`src/rtl/counter_bank_pkg.sv`:
```
// Shared constants and helpers for the counter_bank event counter slice.
package counter_bank_pkg;

  localparam int unsigned RD_WORD_W = 32;

  typedef logic [RD_WORD_W-1:0] rd_word_t;

  localparam rd_word_t RD_OOR_VALUE = '0;

  function automatic int unsigned words_per_cnt(input int unsigned width);
    return width / RD_WORD_W;
  endfunction

endpackage

```
`src/rtl/counter_bank_if.sv`:
```
// Snapshot read bus: channel/word select in, registered 32-bit word out.
interface counter_bank_if
  import counter_bank_pkg::*;
#(
  parameter int unsigned CH_BITS   = 3,
  parameter int unsigned WORD_BITS = 1
);

  logic [CH_BITS-1:0]   i_rd_ch;
  logic [WORD_BITS-1:0] i_rd_word;
  rd_word_t             o_rd_data;

  modport master (
    output i_rd_ch,
    output i_rd_word,
    input  o_rd_data
  );

  modport slave (
    input  i_rd_ch,
    input  i_rd_word,
    output o_rd_data
  );

endinterface

```
`src/rtl/counter_bank_ch.sv`:
```
// One counter channel: live count, snapshot copy and sticky wrap flag.
// COUNTER_BANK_SATURATE_EN makes the count stop at all-ones instead of wrapping.
module counter_bank_ch #(
  parameter int unsigned WIDTH = 64
) (
  input  logic             clk_i,
  input  logic             reset_i,
  input  logic             inc_i,
  input  logic             clear_i,
  input  logic             snapshot_i,
  output logic [WIDTH-1:0] snap_o,
  output logic             wrap_o
);

  logic [WIDTH-1:0] cnt_q, cnt_d;
  logic [WIDTH-1:0] snap_q, snap_d;
  logic             wrap_q, wrap_d;

  always_comb begin
    cnt_d  = cnt_q;
    snap_d = snap_q;
    wrap_d = wrap_q;
    if (clear_i) begin
      cnt_d  = '0;
      snap_d = '0;
      wrap_d = 1'b0;
    end else begin
      // Snapshot takes the pre-increment value so all channels copy the same edge.
      if (snapshot_i) begin
        snap_d = cnt_q;
      end
      if (inc_i) begin
        if (&cnt_q) begin
`ifdef COUNTER_BANK_SATURATE_EN
          cnt_d = cnt_q;
`else
          cnt_d = '0;
`endif
          wrap_d = 1'b1;
        end else begin
          cnt_d = cnt_q + WIDTH'(1);
        end
      end
    end
  end

  always_ff @(posedge clk_i) begin
    if (reset_i) begin
      cnt_q  <= '0;
      snap_q <= '0;
      wrap_q <= 1'b0;
    end else begin
      cnt_q  <= cnt_d;
      snap_q <= snap_d;
      wrap_q <= wrap_d;
    end
  end

  assign snap_o = snap_q;
  assign wrap_o = wrap_q;

endmodule

```
`src/rtl/counter_bank.sv`:
```
// Multi-channel event counter bank with atomic snapshot and 32-bit read port.
// Optional build macro: COUNTER_BANK_SATURATE_EN (saturating counters).
module counter_bank
  import counter_bank_pkg::*;
#(
  parameter int unsigned NUM_CH    = 8,
  parameter int unsigned WIDTH     = 64,
  parameter int unsigned CH_BITS   = (NUM_CH > 1) ? $clog2(NUM_CH) : 1,
  parameter int unsigned WORD_BITS = (words_per_cnt(WIDTH) > 1) ? $clog2(words_per_cnt(WIDTH)) : 1
) (
  input  logic              i_clk,
  input  logic              i_reset,
  input  logic [NUM_CH-1:0] i_inc,
  input  logic              i_clear,
  input  logic              i_snapshot,
  counter_bank_if.slave     rd,
  output logic [NUM_CH-1:0] o_wrap
);

  localparam int unsigned NWORDS = words_per_cnt(WIDTH);

  logic [NUM_CH-1:0] inc_q;
  logic              clear_q;
  rd_word_t          rd_data_q, rd_data_d;
  logic [WIDTH-1:0]  snap [NUM_CH];
  logic [NUM_CH-1:0] wrap;

  always_ff @(posedge i_clk) begin
    if (i_reset) begin
      inc_q   <= '0;
      clear_q <= 1'b0;
    end else begin
      inc_q   <= i_inc;
      clear_q <= i_clear;
    end
  end

  for (genvar c = 0; c < NUM_CH; c++) begin : g_ch
    counter_bank_ch #(
      .WIDTH (WIDTH)
    ) u_ch (
      .clk_i      (i_clk),
      .reset_i    (i_reset),
      .inc_i      (inc_q[c]),
      .clear_i    (clear_q),
      .snapshot_i (i_snapshot),
      .snap_o     (snap[c]),
      .wrap_o     (wrap[c])
    );
  end

  // Full decode over legal channel/word pairs; anything else falls to the default.
  always_comb begin
    rd_data_d = RD_OOR_VALUE;
    for (int unsigned c = 0; c < NUM_CH; c++) begin
      for (int unsigned w = 0; w < NWORDS; w++) begin
        if (rd.i_rd_ch == CH_BITS'(c) && rd.i_rd_word == WORD_BITS'(w)) begin
          rd_data_d = snap[c][w*RD_WORD_W +: RD_WORD_W];
        end
      end
    end
  end

  always_ff @(posedge i_clk) begin
    if (i_reset) begin
      rd_data_q <= '0;
    end else begin
      rd_data_q <= rd_data_d;
    end
  end

  assign rd.o_rd_data = rd_data_q;
  assign o_wrap       = wrap;

endmodule

```
`src/flat_wrapper.sv`:
```
// flat-port wrapper written by rule: the top's interface ports become plain ports
module counter_bank_flat import counter_bank_pkg::*;
#(
  parameter int unsigned NUM_CH    = 8,
  parameter int unsigned WIDTH     = 64,
  parameter int unsigned CH_BITS   = (NUM_CH > 1) ? $clog2(NUM_CH) : 1,
  parameter int unsigned WORD_BITS = (words_per_cnt(WIDTH) > 1) ? $clog2(words_per_cnt(WIDTH)) : 1
)
  (i_clk, i_reset, i_inc, i_clear, i_snapshot, o_wrap, rd_i_rd_ch, rd_i_rd_word, rd_o_rd_data);
  counter_bank_if #(.CH_BITS(CH_BITS), .WORD_BITS(WORD_BITS)) rd_i ();
  input  logic i_clk;
  input  logic i_reset;
  input  logic [NUM_CH-1:0] i_inc;
  input  logic i_clear;
  input  logic i_snapshot;
  output logic [NUM_CH-1:0] o_wrap;
  input wire logic [$bits(rd_i.i_rd_ch)-1:0] rd_i_rd_ch;
  input wire logic [$bits(rd_i.i_rd_word)-1:0] rd_i_rd_word;
  output wire logic [$bits(rd_i.o_rd_data)-1:0] rd_o_rd_data;
  assign rd_i.i_rd_ch = rd_i_rd_ch;
  assign rd_i.i_rd_word = rd_i_rd_word;
  assign rd_o_rd_data = rd_i.o_rd_data;
  counter_bank #(.NUM_CH(NUM_CH), .WIDTH(WIDTH), .CH_BITS(CH_BITS), .WORD_BITS(WORD_BITS)) u_core (.i_clk(i_clk), .i_reset(i_reset), .i_inc(i_inc), .i_clear(i_clear), .i_snapshot(i_snapshot), .rd(rd_i), .o_wrap(o_wrap));
endmodule
```
`config.mk`:
```
export PLATFORM = sky130hd
export DESIGN_NAME = counter_bank_flat
export DESIGN_NICKNAME = d
export VERILOG_FILES = /design/src/rtl/counter_bank_pkg.sv /design/src/rtl/counter_bank_if.sv /design/src/rtl/counter_bank_ch.sv /design/src/rtl/counter_bank.sv /design/src/flat_wrapper.sv
export SDC_FILE = /design/constraint.sdc
export NUM_CORES = 2
export LEC_CHECK = 0
export CAP_MARGIN = 20
export CORE_UTILIZATION = 35
export CTS_BUF_LIST = sky130_fd_sc_hd__clkbuf_4 sky130_fd_sc_hd__clkbuf_8 sky130_fd_sc_hd__clkbuf_16
export DETAILED_ROUTE_END_ITERATION = 10
export PLACE_DENSITY = 0.47
export SYNTH_ARGS = -nofsm -noshare
export SYNTH_HDL_FRONTEND = slang
export SYNTH_HIERARCHICAL = 1
export SYNTH_SLANG_ARGS = --single-unit
```
`constraint.sdc`:
```
create_clock -name i_clk -period 2.8 [get_ports i_clk]
set_clock_uncertainty 0.1 [all_clocks]
set_input_delay 0.42 -clock i_clk [delete_from_list [all_inputs] [get_ports i_clk]]
set_output_delay 0.42 -clock i_clk [all_outputs]
set_load 0.005 [all_outputs]
```
==> summary.txt <==
Drt
  – Remaining DRCs: 0
  – First DRT Iteration DRCs: 4,570
  – Final wirelength: 193,100 um
  – Antenna viol nets, final: 0
  – Routed len/inst: 24.22 um
  – Via density: 5.602
  – Via Count: 44,660
  – First-pass DRT Iterations: 6

Die
  – Die X: 380.7 um
  – Initial Utilization: 35.36%
  – Num rows: 138
  – Num ports: 56
  – Die area: 144,900 sq um
  – Die Y: 380.7 um
  – Core ar.: 141,900 sq um

Pwr
  – Sw frac: 23.60%
  – Power per cell area: 581.5 nW/um^2
  – Sequential share of power: 44.4%
  – Leak: 0.02144 uW
  – Worst ir drop on vdd: 0.4098 mV
  – Comb pwr share: 5.3%
  – PnR Total Power: 34,690 uW
  – Sw Pwr: 8187 uW
  – Int Power: 26,500 uW
  – Clk pwr share: 50.3%

Placed design
  – Port bufs: 55
  – Hpwl dp: 146,400 um
  – GP Congestion: 0.9839
  – Pre-CTS worst setup slack: -0.3505 ns

Clock tree
  – Clk_lat worst skew: 0.77 ns
  – CTS Buf Count: 130
  – CTS clk-pin slew, worst paths: 0.06 ns
  – Post-CTS Setup Bufs: 0
  – H-Tree Depth: 4
  – Cts repair resizes: 0
  – Max clock buf depth: 3
  – CTS sink count: 1,073
  – CTS root buf: clkbuf_16
  – TritonCTS clock tree: yes

Timing
  – Count of final setup violators: 0
  – Max_slew headroom: 47.90%
  – RSZ-0062 raised after global routing: no
  – Least-Margin Pin Slew: 0.7733 ns
  – Slew Limit Fails: 0
  – PnR worst setup slack: 0.2003 ns
  – Fin crit share: 92.84%
  – Minimum clock period: 2.600 ns
  – Final Hold Viols: 0
  – Fmax: 384.7 MHz

Setup path
  – Worst r2r src: u_core/g_ch[5].u_ch/cnt_q[0]
  – Crit Path Class: reg -> reg
  – WP data required: 3.38 ns
  – R2R Setup Slk: 0.20 ns
  – Setup crit end kind: flip-flop
  – FF-to-FF path depth: 8
  – Critical Path Start Type: flip-flop
  – Arr. time, crit path: 3.18 ns
  – Crit Reg-Reg Endpoint: u_core/g_ch[5].u_ch/cnt_q[38]
  – Max FO, Critical Path: 6

Global route
  – Tot GR Track Use: 25.92%
  – Vias in the first global route: 40,780
  – Initial antenna violation count: 11
  – Grt total ovfl: 0
  – Largest net degree at the start of global routing: 68
  – Wire length of the first global-routing pass: 283,100 um

Yosys
  – Syn Nets: 5,763
  – Syn Area/Cell: 8.747 sq um
  – Largest area contributor in the netlist: dfxtp_1
  – Post-Syn Area: 50,190 sq um
  – Top cells by count, synth: dfxtp_1 (1,073), nor2_1 (973), mux2i_1 (571), a21oi_1 (323), nand2_1 (311)
  – Most frequent cell after synthesis: dfxtp_1
  – Seq/Total Area, Yosys: 42.80%
  – #FFs+latches synth: 1,073
  – Distinct cells, synth: 88
  – Top cell type's share of synthesized area: 42.80%
  – Warnings, synthesis: 6
  – Prevailing post-synth register cell: dfxtp_1
  – Post-synthesis cell count: 5,738
  – Post-synth EDFFs: 0
  – Fraction of registers with async set/reset: 0%
  – Synth area leaders: dfxtp_1 (43%), mux2i_1 (11%), nor2_1 (7.3%)

Run status
  – Status: finished clean

Layout
  – Share of cells above drive strength 1: 13.05%
  – Seq. cell area: 21,480 sq um
  – Area of the multi-input gates: 27,000 sq um
  – Fillers: 14,280
  – Final nets: 6,005
  – Area Overhead vs Synth: 18.84%

Job
  – Max-cap viol count: 0

Hold path
  – Hold-critical path endpoint: u_core/inc_q[7]
  – Min-delay src: i_inc[7]
  – Hold path depth: 2
  – Worst hold path class: in -> reg
==> timing repair <==
item,in CTS,in global routing
setup endpoints to repair,0,0
hold endpoints to repair,3,0
hold buffers,1,0
==> layer usage <==
layer	routed length [um]	share of wire (%)	global-route usage, %	up-vias
met5	0	0	0	-
met4	4940	2.6	7.415	0
met3	12580	6.5	3.744	238
met2	78520	41	36.49	1430
met1	97020	50	40.15	21750
li1	-	-	-	21240
==> cell families (layout without fill, tap and decap cells) <==
group | after synthesis | after routing | share of synthesized area (%)
flip-flops | 1073 | 1073 | 42.80
AO/OA/AOI/OAI | 856 | 856 | 10.63
buffers and inverters | 415 | 755 | 3.575
multiplexers | 601 | 601 | 12.34
other | 0 | 3 | 0
XOR/XNOR | 287 | 287 | 5.008
AND/OR/NAND/NOR | 2497 | 2497 | 25.43
adder cells (fa/ha/maj) | 9 | 9 | 0.2244
==> flip-flops by register name, summed over array words and instances (netlist names) <==
| name | count |
|---|---|
| u_core/g_ch.u_ch/cnt_q | 512 |
| u_core/inc_q | 8 |
| u_core/clear_q | 1 |
| u_core/g_ch.u_ch/snap_o | 512 |
| u_core/rd.o_rd_data | 32 |
| u_core/g_ch.u_ch/wrap_o | 8 |
==> final cells by class <==
| class | instances | share of cell area, % |
|---|---|---|
| antenna | 3 | 0.01259 |
| clock buffer | 194 | 6.618 |
| tap | 1890 | 3.965 |
| sequential | 1073 | 36.01 |
| inverter | 71 | 0.4468 |
| timing repair buffer | 454 | 6.868 |
| clock inverter | 36 | 0.8034 |
| multi-input combinational | 4250 | 45.27 |
==> layout by cell type, fill, tap and decap left out, drive strengths merged, types with 13 or more instances in the layout <==
master	n
a21oi	324
o22ai	24
mux2i	571
dfxtp	1073
nand3	203
o21ai	196
nor4	108
or3	134
inv	78
mux2	18
clkinv	19
and3	85
or2	39
or4	111
nand2b	16
a221o	18
clkbuf	194
a31o	13
nor2b	46
nor3	100
o31ai	98
xor2	186
and2	29
a22oi	17
nand4	267
nand2	311
buf	404
clkdlybuf4s50	49
o32ai	14
a211oi	16
o2bb2ai	15
nor2	973
xnor2	101
and4	46
==> how the worst max path moves through the flow <==
stage | cells after the start | startpoint | endpoint
finish | 8 | u_core/g_ch[5].u_ch/cnt_q[0] | u_core/g_ch[5].u_ch/cnt_q[38]
global route | 5 | u_core/g_ch[7].u_ch/cnt_q[29] | u_core/g_ch[7].u_ch/cnt_q[61]
CTS | 5 | u_core/g_ch[5].u_ch/cnt_q[33] | u_core/g_ch[5].u_ch/cnt_q[63]
detailed placement | 7 | rd_i_rd_ch[0] | u_core/rd.o_rd_data[8]
global placement | 7 | rd_i_rd_ch[0] | u_core/rd.o_rd_data[8]
floorplan | 5 | u_core/g_ch[0].u_ch/cnt_q[45] | u_core/g_ch[0].u_ch/cnt_q[63]
==> worst max-delay path: stages, from the launching register on <==
cell and delay (ns):
dfxtp_1 0.47, ha_1 0.25, nand4_1 0.15, nor4_1 0.54
buf_4 0.22, nand3_1 0.07, buf_4 0.18, or4_1 0.39
a21oi_1 0.15
==> through the flow <==
step | instances | hold WS [ns] | setup TNS [ns] | util (%) | area (sq um)
6_report | 7971 | 0.1006 | 0 | 42.03 | 59650
5_1_grt | 7968 | 0.09182 | 0 | 42.02 | 59640
4_1_cts | 7968 | 0.04640 | 0 | 42.02 | 59640
3_5_place_dp | 7737 | 0.3568 | -0.3505 | 38.89 | 55200
3_3_place_gp | 7737 | 0.3501 | -0.3871 | 38.89 | 55200
2_1_floorplan | 5738 | 0.3191 | 0 | - | 50190
==> power groups by stage <==
stage / sequential [uW] / clock (uW) / combinational (uW)
3_3_place_gp: 15700 / 0 / 1810
2_1_floorplan: 15700 / 0 / 1080
6_report: 15400 / 17400 / 1830
4_1_cts: 15400 / 17900 / 1810
3_5_place_dp: 15700 / 0 / 1800
5_1_grt: 15400 / 18500 / 1910
Note: power is estimated with default switching activity, not from simulation.
